## src/rtl/later_data_fetcher_pkg.sv

```systemverilog
// Shared PE definitions for the later-data spad reader: word layout, terminator, beat format.
// Ports: none (package). Imported by the fetcher, its interface and the testbench-facing types.
// The beat struct is the unit stored in the output skid FIFO and presented to the MAC stage.
package later_data_fetcher_pkg;

   localparam int ADDR_W      = 7;
   localparam int SPAD_WORD_W = 12;
   localparam int DATA_W      = 8;
   localparam int CNT_W       = 4;
   localparam int MAX_ENTRIES = 1 << CNT_W;

   // Field slice positions inside a spad word
   localparam int DATA_MSB = 11;
   localparam int DATA_LSB = 4;
   localparam int CNT_MSB  = 3;
   localparam int CNT_LSB  = 0;

   localparam logic [SPAD_WORD_W-1:0] TERMINATOR = 12'h000;

   typedef enum logic [1:0] {
      IDLE  = 2'd0,
      LOAD  = 2'd1,
      RUN   = 2'd2,
      DRAIN = 2'd3
   } state_t;

   typedef struct packed {
      logic              last;
      logic [DATA_W-1:0] data;
      logic [CNT_W-1:0]  count;
   } beat_t;

   localparam int BEAT_W = $bits(beat_t);

   localparam beat_t LAST_BEAT = '{last: 1'b1, data: '0, count: '0};

   // Plain field split; the data byte is passed through unsigned-extended (no sign handling here).
   function automatic beat_t word_to_beat(input logic [SPAD_WORD_W-1:0] w);
      beat_t b;
      b.last  = 1'b0;
      b.data  = w[DATA_MSB:DATA_LSB];
      b.count = w[CNT_MSB:CNT_LSB];
      return b;
   endfunction

endpackage

```

## src/rtl/later_data_fetcher_if.sv

```systemverilog
// Bundle of the fetcher's start, flush, spad-side and MAC-side signals.
// Ports: none; modport slave is the fetcher's view, modport master the surrounding logic's view.
// Clock and reset stay outside the bundle as plain ports.
interface later_data_fetcher_if;
   import later_data_fetcher_pkg::*;

   logic                   start_valid;
   logic                   start_ready;
   logic [ADDR_W-1:0]      start_idx;
   logic                   flush;
   logic [ADDR_W-1:0]      spad_read_idx;
   logic                   spad_read_idx_en;
   logic                   spad_read_en;
   logic                   spad_index_inc;
   logic [SPAD_WORD_W-1:0] spad_data_out;
   logic                   out_valid;
   logic                   out_ready;
   logic [DATA_W-1:0]      out_data;
   logic [CNT_W-1:0]       out_count;
   logic                   out_last;
   logic                   overrun;

   modport slave (
      input  start_valid, start_idx, flush, spad_data_out, out_ready,
      output start_ready, spad_read_idx, spad_read_idx_en, spad_read_en, spad_index_inc,
             out_valid, out_data, out_count, out_last, overrun
   );

   modport master (
      output start_valid, start_idx, flush, spad_data_out, out_ready,
      input  start_ready, spad_read_idx, spad_read_idx_en, spad_read_en, spad_index_inc,
             out_valid, out_data, out_count, out_last, overrun
   );

endinterface

```

## src/rtl/later_data_fetcher_skid_fifo.sv

```systemverilog
// Two-entry beat FIFO between the spad return path and the MAC handshake.
// Ports: clock/reset, clear (drop contents), push/push_dat, pop/head_dat, occupancy, empty.
// Head is registered storage, so it stays stable while not popped; push into a full FIFO is dropped.
module fetch_skid_fifo #(
   parameter int WIDTH = 13
) (
   input  logic             clock,
   input  logic             reset,
   input  logic             clear,
   input  logic             push,
   input  logic [WIDTH-1:0] push_dat,
   input  logic             pop,
   output logic [WIDTH-1:0] head_dat,
   output logic [1:0]       occupancy,
   output logic             empty
);
   logic [WIDTH-1:0] mem [2];
   logic             wr_ptr;
   logic             rd_ptr;
   logic             do_push;
   logic             do_pop;

   assign empty    = (occupancy == 2'd0);
   assign do_pop   = pop && !empty;
   assign do_push  = push && (occupancy != 2'd2);
   assign head_dat = mem[rd_ptr];

   always_ff @(posedge clock or negedge reset) begin
      if (!reset) begin
         wr_ptr    <= 1'b0;
         rd_ptr    <= 1'b0;
         occupancy <= 2'd0;
      end else if (clear) begin
         wr_ptr    <= 1'b0;
         rd_ptr    <= 1'b0;
         occupancy <= 2'd0;
      end else begin
         if (do_push) wr_ptr <= ~wr_ptr;
         if (do_pop)  rd_ptr <= ~rd_ptr;
         occupancy <= occupancy + {1'b0, do_push} - {1'b0, do_pop};
      end
   end

   // Storage needs no reset: reads are masked by empty at the consumer.
   always_ff @(posedge clock) begin
      if (do_push && !clear) mem[wr_ptr] <= push_dat;
   end

endmodule

```

## src/rtl/later_data_fetcher.sv

```systemverilog
// Walks one later-data spad column from a start address and streams (data, count, last) beats to the MAC.
// Ports: clock, reset (async active-low), bus (slave view: start, flush, spad control/return, beat output, overrun).
// Hides the 1-cycle BRAM latency with a 2-entry FIFO plus one in-flight read; first beat 3 cycles after start.
module later_data_fetcher
   import later_data_fetcher_pkg::*;
(
   input logic                 clock,
   input logic                 reset,
   later_data_fetcher_if.slave bus
);
   localparam logic [CNT_W:0] ENTRY_LIMIT = (CNT_W+1)'(MAX_ENTRIES);

   state_t            state;
   state_t            state_nxt;
   logic              inflight;
   logic [CNT_W:0]    entry_cnt;
   logic              overrun_q;
   logic [ADDR_W-1:0] idx_q;

   logic              start_fire;
   logic              ret_live;
   logic              ret_term;
   logic              ret_overflow;
   logic              issue;
   logic              pop;
   logic [2:0]        outstanding;
   logic [1:0]        occupancy;
   logic              fifo_empty;
   beat_t             push_beat;
   beat_t             head;
   logic [BEAT_W-1:0] head_raw;

   assign start_fire = bus.start_valid && (state == IDLE) && !bus.flush;

   // A returning word only counts in RUN; anything arriving in DRAIN is prefetch past the end.
   assign ret_live     = inflight && (state == RUN) && !bus.flush;
   assign ret_term     = ret_live && (bus.spad_data_out == TERMINATOR);
   assign ret_overflow = ret_live && !ret_term && (entry_cnt == ENTRY_LIMIT);
   assign push_beat    = (ret_term || ret_overflow) ? LAST_BEAT : word_to_beat(bus.spad_data_out);

   assign pop = !fifo_empty && bus.out_ready;

   // Outstanding words after this edge, before any new issue: a beat leaving this cycle frees
   // its slot, which is what lets a continuously-ready consumer see one beat per cycle while
   // FIFO + in-flight never exceeds two.
   assign outstanding = {1'b0, occupancy} + {2'b00, inflight} - {2'b00, pop};
   assign issue = (state == RUN) && !bus.flush && !ret_term && !ret_overflow &&
                  (outstanding < 3'd2);

   fetch_skid_fifo #(.WIDTH(BEAT_W)) u_fifo (
      .clock     (clock),
      .reset     (reset),
      .clear     (bus.flush),
      .push      (ret_live),
      .push_dat  (push_beat),
      .pop       (pop),
      .head_dat  (head_raw),
      .occupancy (occupancy),
      .empty     (fifo_empty)
   );

   assign head = beat_t'(head_raw);

   always_ff @(posedge clock or negedge reset) begin
      if (!reset) begin
         state <= IDLE;
      end else begin
         state <= state_nxt;
      end
   end

   always_comb begin
      state_nxt = state;
      unique case (state)
         IDLE:  if (start_fire) state_nxt = LOAD;
         LOAD:  state_nxt = RUN;
         RUN:   if (ret_term || ret_overflow) state_nxt = DRAIN;
         DRAIN: if (fifo_empty) state_nxt = IDLE;
         default: state_nxt = IDLE;
      endcase
      if (bus.flush) state_nxt = IDLE;
   end

   always_ff @(posedge clock or negedge reset) begin
      if (!reset) begin
         inflight  <= 1'b0;
         entry_cnt <= '0;
         overrun_q <= 1'b0;
         idx_q     <= '0;
      end else begin
         inflight <= issue;
         if (start_fire) begin
            idx_q     <= bus.start_idx;
            entry_cnt <= '0;
            overrun_q <= 1'b0;
         end else begin
            if (ret_live && !ret_term && !ret_overflow) entry_cnt <= entry_cnt + 1'b1;
            if (ret_overflow) overrun_q <= 1'b1;
         end
      end
   end

   assign bus.start_ready      = (state == IDLE);
   assign bus.spad_read_idx    = idx_q;
   assign bus.spad_read_idx_en = (state == LOAD);
   assign bus.spad_read_en     = issue;
   assign bus.spad_index_inc   = issue;
   assign bus.out_valid        = !fifo_empty;
   assign bus.out_data         = fifo_empty ? '0 : head.data;
   assign bus.out_count        = fifo_empty ? '0 : head.count;
   assign bus.out_last         = !fifo_empty && head.last;
   assign bus.overrun          = overrun_q;

endmodule

```

## src/flat_wrapper.sv

```systemverilog
// flat-port wrapper written by rule: the top's interface ports become plain ports
module later_data_fetcher_flat import later_data_fetcher_pkg::*;
  (clock, reset, bus_start_valid, bus_start_idx, bus_flush, bus_spad_data_out, bus_out_ready, bus_start_ready, bus_spad_read_idx, bus_spad_read_idx_en, bus_spad_read_en, bus_spad_index_inc, bus_out_valid, bus_out_data, bus_out_count, bus_out_last, bus_overrun);
  later_data_fetcher_if bus_i ();
  input logic clock;
  input logic reset;
  input wire logic [$bits(bus_i.start_valid)-1:0] bus_start_valid;
  input wire logic [$bits(bus_i.start_idx)-1:0] bus_start_idx;
  input wire logic [$bits(bus_i.flush)-1:0] bus_flush;
  input wire logic [$bits(bus_i.spad_data_out)-1:0] bus_spad_data_out;
  input wire logic [$bits(bus_i.out_ready)-1:0] bus_out_ready;
  output wire logic [$bits(bus_i.start_ready)-1:0] bus_start_ready;
  output wire logic [$bits(bus_i.spad_read_idx)-1:0] bus_spad_read_idx;
  output wire logic [$bits(bus_i.spad_read_idx_en)-1:0] bus_spad_read_idx_en;
  output wire logic [$bits(bus_i.spad_read_en)-1:0] bus_spad_read_en;
  output wire logic [$bits(bus_i.spad_index_inc)-1:0] bus_spad_index_inc;
  output wire logic [$bits(bus_i.out_valid)-1:0] bus_out_valid;
  output wire logic [$bits(bus_i.out_data)-1:0] bus_out_data;
  output wire logic [$bits(bus_i.out_count)-1:0] bus_out_count;
  output wire logic [$bits(bus_i.out_last)-1:0] bus_out_last;
  output wire logic [$bits(bus_i.overrun)-1:0] bus_overrun;
  assign bus_i.start_valid = bus_start_valid;
  assign bus_i.start_idx = bus_start_idx;
  assign bus_i.flush = bus_flush;
  assign bus_i.spad_data_out = bus_spad_data_out;
  assign bus_i.out_ready = bus_out_ready;
  assign bus_start_ready = bus_i.start_ready;
  assign bus_spad_read_idx = bus_i.spad_read_idx;
  assign bus_spad_read_idx_en = bus_i.spad_read_idx_en;
  assign bus_spad_read_en = bus_i.spad_read_en;
  assign bus_spad_index_inc = bus_i.spad_index_inc;
  assign bus_out_valid = bus_i.out_valid;
  assign bus_out_data = bus_i.out_data;
  assign bus_out_count = bus_i.out_count;
  assign bus_out_last = bus_i.out_last;
  assign bus_overrun = bus_i.overrun;
  later_data_fetcher u_core (.clock(clock), .reset(reset), .bus(bus_i));
endmodule
```

## config.mk

```make
export PLATFORM = sky130hd
export DESIGN_NAME = later_data_fetcher_flat
export DESIGN_NICKNAME = d
export VERILOG_FILES = /design/src/rtl/later_data_fetcher_pkg.sv /design/src/rtl/later_data_fetcher_if.sv /design/src/rtl/later_data_fetcher_skid_fifo.sv /design/src/rtl/later_data_fetcher.sv /design/src/flat_wrapper.sv
export SDC_FILE = /design/constraint.sdc
export NUM_CORES = 1
export LEC_CHECK = 0
export ABC_CLOCK_PERIOD_IN_PS = 3500
export CORE_ASPECT_RATIO = 1.4
export CORE_MARGIN = 4
export CORE_UTILIZATION = 45
export DETAILED_ROUTE_END_ITERATION = 8
export PLACE_DENSITY = 0.73
export SETUP_SLACK_MARGIN = 0.05
export SYNTH_ARGS = -nofsm -noshare
export SYNTH_HDL_FRONTEND = slang
export SYNTH_SLANG_ARGS = --single-unit
```

## constraint.sdc

```tcl
create_clock -name clock -period 3.5 [get_ports clock]
set_clock_uncertainty 0.2 [all_clocks]
set_input_delay 0.35 -clock clock [delete_from_list [all_inputs] [get_ports clock]]
set_output_delay 0.35 -clock clock [all_outputs]
set_load 0.005 [all_outputs]
```

==> flow_metrics.tcl, run 1 <==
set metrics [dict create \
    worstSetupStartpointType "flop" \
    crit_required_ns 2.95 \
    grt_pass1_vias 1606 \
    synth-compound-area-share 0.0496 \
    preCtsSetupSlack_ns 0.187 \
    synth_fa_ha_area_frac 0.0591 \
    cts_buffers 5 \
    avgViaCountPerCell 5.09 \
    ff2ff_path_depth 11 \
    outcome "complete, no violations" \
    fin_util 0.601 \
    die_h_um 91.6 \
    pwr_density_cell_nw_per_um2 605 \
    hold_buffers 0 \
    fin_ws_ns 0.200 \
    nets 284 \
    p_seq_frac 0.412 \
    htree_levels 2 \
    postSynthAreaPerCell_um2 11.3 \
    tightest_slew_ns 0.948 \
    p_comb_frac 0.369 \
    p_sw_frac 0.296 \
    cts_resized 0 \
    drt_iter0_drc 29 \
    crit_buf_inv 1 \
    antenna_found_initial 0 \
    yosys.area.top_type "edfxtp_1" \
    p_switching_mw 0.522 \
    multi_input_area_um2 873 \
    cellLeakagePower_nw 1.12 \
    post_cts_buffers 0 \
    layout_min_cycle_time_ns 3.30 \
    hold_path_class "flop to flop" \
    grt-ovfl-total 0 \
    grtUsageTotal 0.153 \
    path_max_fanout 5 \
    syn_nets 233 \
    max_cap_violations 0 \
    row_count 30 \
    cts_tree "yes" \
    place.port_buffers 49 \
    cts.clk_slew.worst_paths_ns 0.09 \
    io_pins 50 \
    n_antenna_cell 0 \
    postRouteAntennaNets 0 \
    die_area_um2 6200 \
    clock_path_buffers 2 \
    vdd_ir_drop_max_mv 0.373 \
    rr_startpoint "u_core.state[0]$_DFFE_PN0P_" \
    setup_viol 0 \
    setup.worst_path.end "bus_spad_index_inc" \
    rrSetupSlack_ns 0.88 \
    slew_headroom 0.366 \
    intPower_mw 1.24 \
    grt_max_degree 21 \
    final_layout_size_suffix_gt1_frac 0.0757 \
    slowest_stage "clkdlybuf4s50_1" \
    die_w_um 67.7 \
    ctsRootBufferMaster "clkbuf_8" \
    synth_xor_area_frac 0.0195 \
    wl_um 4460 \
    pwr-share-clk 0.219 \
    finalSetupTns_ns 0 \
    yosys.area_share.simple 0.197 \
    syn_area_um2 2240 \
    syn-instance-count 199 \
    crit_family "simple AND/OR/NAND/NOR gates" \
    startpoint "u_core.u_fifo.occupancy[1]$_DFF_PN0_" \
    syn_to_final_growth_pct 29.7 \
    crit_arrival_ns 2.75 \
    seq_area_frac_synth 0.571 \
    grt_pass1_wl_um 7290 \
    clock_sink_count 46 \
    hold_violations 0 \
    clk_latency_ns 0.29 \
    hold_ws_ns 0.286 \
    wire_per_inst_um 14.1 \
    synth_area_leaders "edfxtp_1, dfrtp_1, mux2i_1" \
    muxShareOfSynthArea 0.0624 \
    coreArea_um2 4840 \
    via_count 1604 \
    ys_warn_count 0 \
    crit_chain "nor2_1 -> nor2b_1 -> ha_1 -> nand2b_1 -> fa_1 -> xnor2_1 -> nand4b_1 -> nor2_2 -> clkdlybuf4s50_1" \
    synth_top_family_by_area "simple AND/OR/NAND/NOR gates" \
    min-delay-start "u_core.bus.spad_read_idx[6]$_DFFE_PN0P_" \
    start_util 0.464 \
    drcViolationCount 0 \
    rsz0062_at_grt "no" \
    place.gp.congestion 0.784 \
    hpwlAfterDp_um 3190 \
    synth_cell_type_count 34 \
    critPathMaxStageDelay_ns 0.52 \
    post-route-period-util 0.943 \
    yosys.area.top_type_share 0.348 \
    regArea_um2 1280 \
    timing.rr.end "u_core.u_fifo.occupancy[1]$_DFF_PN0_" \
    cp-end-kind "primary output" \
    ys_ff_latch 46 \
    fill_cells 409 \
    critPathKind "flop to primary output" \
    max_freq_mhz 303 \
    drt_pass1_iterations 4 \
    maxSlewViolCount 0 \
    cp.depth 9 \
]
registers in the layout, indices dropped and copies added, names as in the netlist:
signal                    count
u_core.bus.overrun            1
u_core.bus.spad_read_idx      7
u_core.entry_cnt              5
u_core.inflight               1
u_core.state                  2
u_core.u_fifo.mem            26
u_core.u_fifo.occupancy       2
u_core.u_fifo.rd_ptr          1
u_core.u_fifo.wr_ptr          1
metal layers:
metal | part of all wire | GRT usage | vias to the layer above
li1 | - | - | 785
met1 | 0.42 | 0.184 | 764
met2 | 0.50 | 0.263 | 49
met3 | 0.062 | 0.0408 | 6
met4 | 0.012 | 0.0406 | 0
met5 | 0 | 0 | -
cell usage in the layout, fill, tap and decap left out, types with 2 or more instances in the layout:
cell type	netlist	layout
o21ai_0	3	3
nor2_1	23	22
nand2b_1	3	3
edfxtp_1	26	26
o31ai_1	4	4
nor2b_2	2	2
nand4_1	3	3
xnor2_1	5	5
clkdlybuf4s50_1	0	49
nand3_1	4	4
ha_1	9	9
o21a_1	2	2
nor2b_1	12	12
dfrtp_1	20	19
mux2i_1	14	14
clkbuf_8	0	5
buf_4	2	5
nand2_1	24	24
inv_1	10	10
a31oi_1	2	2
or4_1	3	3
nor4_1	4	4
a21oi_1	6	6
cell usage after synthesis:
| master | n |
|---|---|
| a31oi_1 | 2 |
| and2_1 | 1 |
| or4_1 | 3 |
| and4bb_1 | 1 |
| clkbuf_1 | 5 |
| nand3b_1 | 1 |
| nor2b_1 | 12 |
| buf_2 | 2 |
| mux2i_1 | 14 |
| nor2_1 | 23 |
| nor4_1 | 4 |
| nand2_1 | 24 |
| a21oi_2 | 1 |
| and3_1 | 1 |
| inv_1 | 10 |
| a21oi_1 | 6 |
| nand2b_1 | 3 |
| and3b_1 | 1 |
| fa_1 | 1 |
| edfxtp_1 | 26 |
| buf_6 | 1 |
| nor4_2 | 1 |
| nor2b_2 | 2 |
| buf_4 | 2 |
| nand4b_1 | 1 |
| dfrtp_1 | 20 |
| nand4_1 | 3 |
| o21a_1 | 2 |
| or2_2 | 1 |
| nand3_1 | 4 |
| ha_1 | 9 |
| o31ai_1 | 4 |
| o21ai_0 | 3 |
| xnor2_1 | 5 |
kinds of logic after synthesis:
group / count (synthesis)
AOI/OAI and AO/OA: 18
adders and majority gates: 10
buffers and inverters: 20
muxes: 14
DFF: 46
xor gates and xnor gates: 5
and+or+nand+nor: 86
worst min-delay path by stage:
stage                                               to  slack, ns  cells past startpoint
2_1_floorplan           u_core.bus.overrun$_DFFE_PN0P_      -0.15                      0
3_3_place_gp   u_core.bus.spad_read_idx[5]$_DFFE_PN0P_       0.26                      2
3_5_place_dp   u_core.bus.spad_read_idx[4]$_DFFE_PN0P_       0.26                      2
4_1_cts        u_core.bus.spad_read_idx[5]$_DFFE_PN0P_       0.29                      2
5_1_grt        u_core.bus.spad_read_idx[4]$_DFFE_PN0P_       0.31                      2
6_report       u_core.bus.spad_read_idx[6]$_DFFE_PN0P_       0.29                      2
metrics by stage:
stage          power, mW  cells  area (um^2)
6_report            1.76    315         2910
5_1_grt             1.88    315         2910
4_1_cts             1.78    315         2910
3_5_place_dp        1.39    307         2800
3_3_place_gp        1.37    307         2800
2_1_floorplan       1.03    199         2240
worst reg2reg max path, cell delays in order, from the launching register on:
cell	delay, ns
dfrtp_1	0.42
inv_1	0.09
ha_1	0.26
and3b_1	0.34
o21a_1	0.22
inv_1	0.07
ha_1	0.27
inv_1	0.05
ha_1	0.20
xnor2_1	0.18
xnor2_1	0.15
nor2_1	0.06
cell type report:
class,count,share of cell area
Clock buffer,6,0.0249
Clock inverter,2,0.0129
Inverter,10,0.0129
Multi-Input combinational cell,133,0.300
Sequential cell,46,0.440
Tap cell,64,0.0275
Timing Repair Buffer,54,0.181
power groups by stage:
stage	combinational (mW)	sequential (mW)	clock, mW
finish	0.650	0.726	0.387
detailed placement	0.654	0.731	0
global route	0.722	0.736	0.422
floorplan	0.333	0.700	0
global placement	0.640	0.732	0
CTS	0.662	0.725	0.395
Note: power is estimated with default switching activity, not from simulation.
==> run 2: changes to the inputs <==
--- a/config.mk
+++ b/config.mk
@@ -12,6 +12,7 @@
 export DETAILED_ROUTE_END_ITERATION = 8
 export PLACE_DENSITY = 0.73
 export SETUP_SLACK_MARGIN = 0.05
+export SLEW_MARGIN = 10
 export SYNTH_ARGS = -nofsm -noshare
 export SYNTH_HDL_FRONTEND = slang
 export SYNTH_SLANG_ARGS = --single-unit
==> results of run 2 <==
Final layout, timing and power as in run 1 (identical DEF).
==> run 3: changes to the inputs <==
--- a/config.mk
+++ b/config.mk
@@ -6,6 +6,7 @@
 export NUM_CORES = 1
 export LEC_CHECK = 0
 export ABC_CLOCK_PERIOD_IN_PS = 3500
+export CAP_MARGIN = 20
 export CORE_ASPECT_RATIO = 1.4
 export CORE_MARGIN = 4
 export CORE_UTILIZATION = 45
==> results of run 3 <==
Final layout, timing and power as in run 1 (identical DEF).
